===== config.mk =====
export PLATFORM = sky130hd
export DESIGN_NAME = fft_input_reorder
export DESIGN_NICKNAME = d
export VERILOG_FILES = /design/src/rtl/fft_input_reorder_pkg.sv /design/src/rtl/fft_input_reorder_bank.sv /design/src/rtl/fft_input_reorder.sv
export SDC_FILE = /design/constraint.sdc
export NUM_CORES = 2
export LEC_CHECK = 0
export ABC_CLOCK_PERIOD_IN_PS = 4710
export CAP_MARGIN = 10
export CORE_MARGIN = 4
export CORE_UTILIZATION = 55
export DETAILED_ROUTE_END_ITERATION = 16
export PLACE_DENSITY = 0.78
export SETUP_SLACK_MARGIN = 0.1
export SYNTH_ARGS = -nofsm -noshare
export SYNTH_HDL_FRONTEND = slang
export SYNTH_HIERARCHICAL = 1
export SYNTH_SLANG_ARGS = --single-unit

===== constraint.sdc =====
create_clock -name clk -period 4.71 [get_ports clk]
set_input_delay 0.471 -clock clk [delete_from_list [all_inputs] [get_ports clk]]
set_output_delay 0.471 -clock clk [all_outputs]
set_load 0.01 [all_outputs]

===== src/rtl/fft_input_reorder_pkg.sv =====
`default_nettype none
// +----------------------------------------------------------------------+
// | fft_input_reorder_pkg                                                |
// | Shared widths, frame length, bank-state encoding and bit reversal.   |
// | Revision: 1.0                                                        |
// +----------------------------------------------------------------------+
package fft_input_reorder_pkg;

  localparam int DATA_W = 16;
  localparam int LOG2N  = 5;
  localparam int N      = 1 << LOG2N;

  // Lifecycle of one storage bank
  typedef enum logic [1:0] {
    BANK_EMPTY    = 2'd0,
    BANK_FILLING  = 2'd1,
    BANK_FULL     = 2'd2,
    BANK_DRAINING = 2'd3
  } bank_state_t;

  // Mirror the LOG2N index bits (MSB <-> LSB)
  function automatic logic [LOG2N-1:0] bitrev(input logic [LOG2N-1:0] a);
    logic [LOG2N-1:0] r;
    r = '0;
    for (int i = 0; i < LOG2N; i++) r[i] = a[LOG2N-1-i];
    return r;
  endfunction

endpackage
`default_nettype wire


===== src/rtl/fft_input_reorder_bank.sv =====
`default_nettype none
// +----------------------------------------------------------------------+
// | fft_input_reorder_bank                                               |
// | One N-entry complex-sample bank: addressed write port, combinational |
// | read port and a 2-bit fill/drain lifecycle state.                    |
// | Revision: 1.0                                                        |
// +----------------------------------------------------------------------+
module fft_input_reorder_bank
  import fft_input_reorder_pkg::*;
(
  input  logic                  clk,
  input  logic                  rst,
  input  logic                  wr_en,
  input  logic                  wr_last,
  input  logic [LOG2N-1:0]      wr_addr,
  input  logic [2*DATA_W-1:0]   wr_data,
  input  logic                  rd_en,
  input  logic                  rd_last,
  input  logic [LOG2N-1:0]      rd_addr,
  output logic [2*DATA_W-1:0]   rd_data,
  output bank_state_t           state
);

  logic [2*DATA_W-1:0] mem [N];

  // Sample storage; contents need no reset since state gates every read
  always_ff @(posedge clk) begin
    if (wr_en) mem[wr_addr] <= wr_data;
  end

  assign rd_data = mem[rd_addr];

  // Bank lifecycle: first write fills, last write completes, last read frees
  always_ff @(posedge clk or posedge rst) begin
    if (rst) begin
      state <= BANK_EMPTY;
    end else begin
      case (state)
        BANK_EMPTY:    if (wr_en) state <= wr_last ? BANK_FULL : BANK_FILLING;
        BANK_FILLING:  if (wr_en && wr_last) state <= BANK_FULL;
        BANK_FULL:     if (rd_en) state <= rd_last ? BANK_EMPTY : BANK_DRAINING;
        BANK_DRAINING: if (rd_en && rd_last) state <= BANK_EMPTY;
        default:       state <= BANK_EMPTY;
      endcase
    end
  end

endmodule
`default_nettype wire


===== src/rtl/fft_input_reorder.sv =====
`default_nettype none
// +----------------------------------------------------------------------+
// | fft_input_reorder                                                    |
// | Ping-pong bit-reversal buffer: natural-order frames in, bit-reversed |
// | order out, one sample per cycle each side.                           |
// | Revision: 1.0                                                        |
// +----------------------------------------------------------------------+
module fft_input_reorder
  import fft_input_reorder_pkg::*;
(
  input  logic              clk,
  input  logic              rst,
  input  logic              in_valid,
  output logic              in_ready,
  input  logic [DATA_W-1:0] in_re,
  input  logic [DATA_W-1:0] in_im,
  output logic              out_valid,
  input  logic              out_ready,
  output logic [DATA_W-1:0] out_re,
  output logic [DATA_W-1:0] out_im,
  output logic [LOG2N-1:0]  out_idx,
  output logic              out_last
);

  bank_state_t         bank_state   [2];
  logic [2*DATA_W-1:0] bank_rd_data [2];

  logic [LOG2N-1:0] wr_cnt;
  logic [LOG2N-1:0] rd_pos;
  logic [LOG2N-1:0] wr_addr;
  logic             wr_bank;
  logic             rd_bank;
  logic             wr_fire;
  logic             wr_last;
  logic             rd_avail;
  logic             rd_last;
  logic             out_load;

  // Readiness depends only on registered bank state, never on out_ready
  assign in_ready = (bank_state[wr_bank] == BANK_EMPTY) ||
                    (bank_state[wr_bank] == BANK_FILLING);
  assign rd_avail = (bank_state[rd_bank] == BANK_FULL) ||
                    (bank_state[rd_bank] == BANK_DRAINING);

  assign wr_fire  = in_valid & in_ready;
  assign wr_last  = (wr_cnt == LOG2N'(N-1));
  assign rd_last  = (rd_pos == LOG2N'(N-1));
  assign wr_addr  = bitrev(wr_cnt);
  assign out_load = rd_avail & (~out_valid | out_ready);

  generate
    for (genvar b = 0; b < 2; b++) begin : g_bank
      fft_input_reorder_bank u_bank (
        .clk     (clk),
        .rst     (rst),
        .wr_en   (wr_fire && (wr_bank == 1'(b))),
        .wr_last (wr_last),
        .wr_addr (wr_addr),
        .wr_data ({in_re, in_im}),
        .rd_en   (out_load && (rd_bank == 1'(b))),
        .rd_last (rd_last),
        .rd_addr (rd_pos),
        .rd_data (bank_rd_data[b]),
        .state   (bank_state[b])
      );
    end
  endgenerate

  // Write/read counters, bank pointers and the registered output stage
  always_ff @(posedge clk or posedge rst) begin
    if (rst) begin
      wr_cnt    <= '0;
      rd_pos    <= '0;
      wr_bank   <= 1'b0;
      rd_bank   <= 1'b0;
      out_valid <= 1'b0;
      out_re    <= '0;
      out_im    <= '0;
      out_idx   <= '0;
      out_last  <= 1'b0;
    end else begin
      if (wr_fire) begin
        wr_cnt <= wr_cnt + 1'b1;
        if (wr_last) wr_bank <= ~wr_bank;
      end
      if (out_load) begin
        out_valid        <= 1'b1;
        {out_re, out_im} <= bank_rd_data[rd_bank];
        out_idx          <= bitrev(rd_pos);
        out_last         <= rd_last;
        rd_pos           <= rd_pos + 1'b1;
        if (rd_last) rd_bank <= ~rd_bank;
      end else if (out_ready) begin
        out_valid <= 1'b0;
      end
    end
  end

endmodule
`default_nettype wire


# After elaboration in Yosys (flattened, before gate mapping)
# Memories as Yosys holds them, arrays and structs flattened.
# Index checks and enable logic that the tools add are counted.
# word_totals
register_bits	55
latchBits	0
ramBits	2048
mem_bits_ro	0
inputBits	36
output_inout_bits	40
wordCells	89
memories	2
# mem_list
memory	words	word_bits	read_ports	rd_ports_with_merged_regs	write_ports	line_no	source
g_bank[0].u_bank.mem	32	32	1	0	1	fft_input_reorder_bank.sv:24	logic [2*DATA_W-1:0] mem [N];
g_bank[1].u_bank.mem	32	32	1	0	1	fft_input_reorder_bank.sv:24	
# op_classes
add_sub_neg	2
n_mul	0
div	0
n_lt_le_gt_ge	2
eq_ne	19
shift	0
n_mux	27
bitwise_logic	8
n_reduce_logical	18
# ops
operator	n
32-bit 2-to-1 mux	3
2-bit 2-to-1 mux	16
2-bit by 1-bit inequality test with 1-bit output, second input constant	8
2-bit one-hot mux with 4 select lines	2
2-bit equality test, second input constant	6
5-bit by 1-bit adder with 5-bit output, second input constant	2
5-bit equality test, second input constant	2
1-bit logical AND	8
4-bit AND reduction	2
2-bit by 1-bit equality test with 1-bit output, second input constant	3
2-bit zero test	3
1-bit 2-to-1 mux	6
2-bit >= comparator, second input constant	2
1-bit inverter with 2-bit output	2
2-bit AND reduction	2
1-bit inverter	3
1-bit bitwise AND	2
1-bit logical OR	2
2-bit nonzero test	1
1-bit OR	1

# Longest topological paths before layout
# logic_depth
ltp_word	11
ltp_mapped	10
mapped_depth_nobuf	7

# Hierarchy
# The synthesis kept the hierarchy.
# modules_own_cells
mod	n_inst	cells_each	area_each_um2	seq_area_each_um2
fft_input_reorder_bank	2	2238	39965.8	30799.5
fft_input_reorder	1	208	2426.1	1276.2

# Worst setup path before layout
# OpenSTA, ideal clock, no wires.
# synth_timing
path_type	reg-to-reg
startpoint	register g_bank[0].u_bank.state[1]
endpoint	memory g_bank[0].u_bank/mem[28][0] in the netlist's numbering (enable)
setup_ns	0.421
arrival_time_ns	2.898
required_time_ns	4.289
path_slack_ns	1.391
stages_incl_launch_ff	5
n_path_buf	1
period_less_slack_ns	3.319
cell_sequence	dfrtp_1 > nor3b_1 > or3b_2 > clkbuf_1 > nor2_1
# synth_between
elab_chain_len	9
word_cells_on_any_way	10
classes_between	eq/ne: 1; mux: 5; bitwise: 1; reduce/logical: 3
# synth_rtl
item	line_no	source
start, declared	fft_input_reorder_bank.sv:21	output bank_state_t state
start signal, assigned	fft_input_reorder_bank.sv:39	BANK_EMPTY: if (wr_en) state <= wr_last ? BANK_FULL : BANK_FILLING;
start signal, assigned	fft_input_reorder_bank.sv:41	BANK_FULL: if (rd_en) state <= rd_last ? BANK_EMPTY : BANK_DRAINING;
2-bit 2-to-1 mux (not written as such) (*) (3 in series)	fft_input_reorder.sv:40, fft_input_reorder.sv:41	
2-bit by 1-bit equality test with 1-bit output / 2-bit zero test (equally long branches)	fft_input_reorder.sv:41, fft_input_reorder.sv:40	
1-bit logical OR (*)	fft_input_reorder.sv:40	assign in_ready = (bank_state[wr_bank] == BANK_EMPTY) ||
1-bit bitwise AND (*)	fft_input_reorder.sv:45	assign wr_fire = in_valid & in_ready;
1-bit logical AND (*)	fft_input_reorder.sv:56	.wr_en (wr_fire && (wr_bank == 1'(b))),
1-bit 2-to-1 mux (*)	fft_input_reorder_bank.sv:28	if (wr_en) mem[wr_addr] <= wr_data;
1-bit 2-to-1 mux (not written as such) (*)	fft_input_reorder_bank.sv:28	
end, declared	fft_input_reorder_bank.sv:24	
# Mark *: on every way between the ends. The rest lies on a longest branch, timed or not. The select of a mux whose other input is x is not followed.

==> flow_summary.ini <==
[power_and_ir_drop]
p_leak_uw = 0.0316
p_per_area_mw_per_mm2 = 564
vdd_drop_max_v = 0.000597

[cells_and_area]
fillers = 10000
nets = 4882
drive_gt1_share_pct = 11.2
area_growth_pct = 11.4
fin_area_mm2 = 0.0917

[placement]
place.gp.congestion = 0.901
dp_hpwl_um = 117000
pre_cts_ws_ns = 0.985
place_area_mm2 = 0.0857
portBuffers = 75

[worst_setup_path]
r2r-end = out_re[0]$_DFFE_PP0P_
worstSetupEndpointType = flop
rr_startpoint = rd_pos[1]$_DFFE_PP0P_
crit_required_ns = 5.35
worstSetupPathType = reg -> reg
ff2ff_setup_slack_ns = 0.96
cp_max_fo = 94
ff2ff_path_depth = 8
cp-start-kind = flop
cp.arrival_ns = 4.39

[sta]
tightest_slew_ns = 1.24
rsz0062_at_grt = false
period_share_pct = 79.6
setup_slack_ns = 0.961
fin_skew_ns = 0.0298
slew-limit-headroom_pct = 17.1
fin_tns_setup_ns = 0
max_freq_ghz = 0.267
setup_violations = 0
slew_violations = 0
finalCriticalPeriod_ns = 3.75
hold_violations = 0

[drt]
drt-initial-drc-count = 6425
vias = 44800
drc = 0
first_pass_iters = 6
wire_per_inst_um = 29.6
avgViaCountPerCell = 6.46
postRouteAntennaNets = 0
routed_wl_um = 205000

[global_route]
grt.overflow.total = 0
grt_usage_pct = 25.8
grt_max_degree = 109
grt_pass1_vias = 43500
antenna_found_initial = 9
grt_first_pass_wirelength_um = 296000

[hold_path]
hold_path_startpoint = in_im[13]
holdPathEnd = g_bank[1].u_bank/mem[12][13]$_DFFE_PP_
hold_class = in -> reg
min_path_cells = 1

[synthesis]
synth_nets = 4716
synthCells = 4676
syn_area_mm2 = 0.0823
yosys_warnings = 6
syn_area_per_cell_um2 = 17.6

[die]
initial_core_util_pct = 55.5
row_count = 141
pin_count = 76
die_h_um = 395
die-area_mm2 = 0.156
fp.dieW_um = 395
coreArea_mm2 = 0.148

[flow_run]
cap_viol_max_count = 0

[clocking]
cts_buffers = 188
clockBufferDepth = 3
cts_num_sinks = 2101
postCtsSetupBuffers = 0
clock_latency_ns = 0.81
clk_pin_slew_ns = 0.07
cts_resized = 0
cts_hold_buf = 1
cts_tree = built
cts_max_level = 4
cts_root_buf = clkbuf_16

[outcome]
status = complete, no violations
-- cell usage in the layout (no fill, tap or decap), drive strengths merged, types with 65 or more instances in the layout --
master,count
nor3,65
nand3,202
a21oi,256
a22oi,192
a22o,128
mux2i,1058
buf,201
clkinv,82
nor2,69
nand2,205
edfxtp,2048
clkbuf,243
-- layout make-up --
| cell class | instances | area (um2) | area share, % |
|---|---|---|---|
| multi-input combinational | 2303 | 18300 | 20.0 |
| antenna | 5 | 12.5 | 0.0136 |
| tap | 1930 | 2410 | 2.63 |
| clock buffer | 243 | 5070 | 5.53 |
| sequential | 2101 | 62800 | 68.5 |
| clock inverter | 106 | 852 | 0.929 |
| timing repair buffer | 245 | 2190 | 2.39 |
| inverter | 3 | 11.3 | 0.0123 |
-- power breakdown --
group | switching, uW | internal [uW] | total [uW]
Clock | 6530 | 8250 | 14800
Sequential | 824 | 21300 | 22100
Combinational | 9490 | 5360 | 14900
-- worst max-delay path by stage --
| stage | startpoint | endpoint | slack, ns | cells after the start |
|---|---|---|---|---|
| after floorplan | in_valid | g_bank[0].u_bank/mem[28][0]$_DFFE_PP_ | 1.44 | 4 |
| final | rd_pos[1]$_DFFE_PP0P_ | out_re[0]$_DFFE_PP0P_ | 0.96 | 8 |
| after detailed placement | in_valid | g_bank[0].u_bank/mem[28][0]$_DFFE_PP_ | 0.98 | 4 |
| after CTS | rd_pos[1]$_DFFE_PP0P_ | out_re[0]$_DFFE_PP0P_ | 1.08 | 8 |
| after global placement | in_valid | g_bank[1].u_bank/mem[11][15]$_DFFE_PP_ | 1.12 | 4 |
| after global routing | rd_pos[1]$_DFFE_PP0P_ | out_re[0]$_DFFE_PP0P_ | 1.01 | 8 |
-- registers in the layout (all words and copies together) (netlist names) --
| name | cells |
|---|---|
| g_bank.u_bank/mem | 2048 |
| g_bank.u_bank/state | 2 |
| out_idx | 5 |
| out_im | 16 |
| out_last | 1 |
| out_re | 16 |
| out_valid | 1 |
| rd_bank | 1 |
| rd_pos | 5 |
| wr_bank | 1 |
| wr_cnt | 5 |
-- worst max-delay path, stage by stage (launching register included) --
cell and delay, ns:
dfrtp_4 0.88, buf_12 0.52, mux2i_1 0.31, a22o_1 0.18
nor3_1 0.09, a31oi_1 0.58, nand3_1 0.45, mux2i_1 0.24
a21oi_1 0.09
-- through the flow --
step	hold WS, ns	cells	util (%)	total power, uW
after detailed placement	0.504	6581	57.8	37000
after CTS	0.0127	6931	61.9	51600
after global routing	0.0499	6931	61.9	53300
after floorplan	0.200	4676	-	31800
final	0.0720	6936	61.9	51700
after global placement	0.505	6580	57.8	36700
-- per-layer routing --
layer | GRT usage (%) | share of wire [%] | wire length (um)
met1 | 36.7 | 38 | 77800
met2 | 38.9 | 46 | 93600
met3 | 7.01 | 13 | 27000
met4 | 9.01 | 3.2 | 6650
met5 | 0 | 0.028 | 58
(Power assumes the default switching activity.)
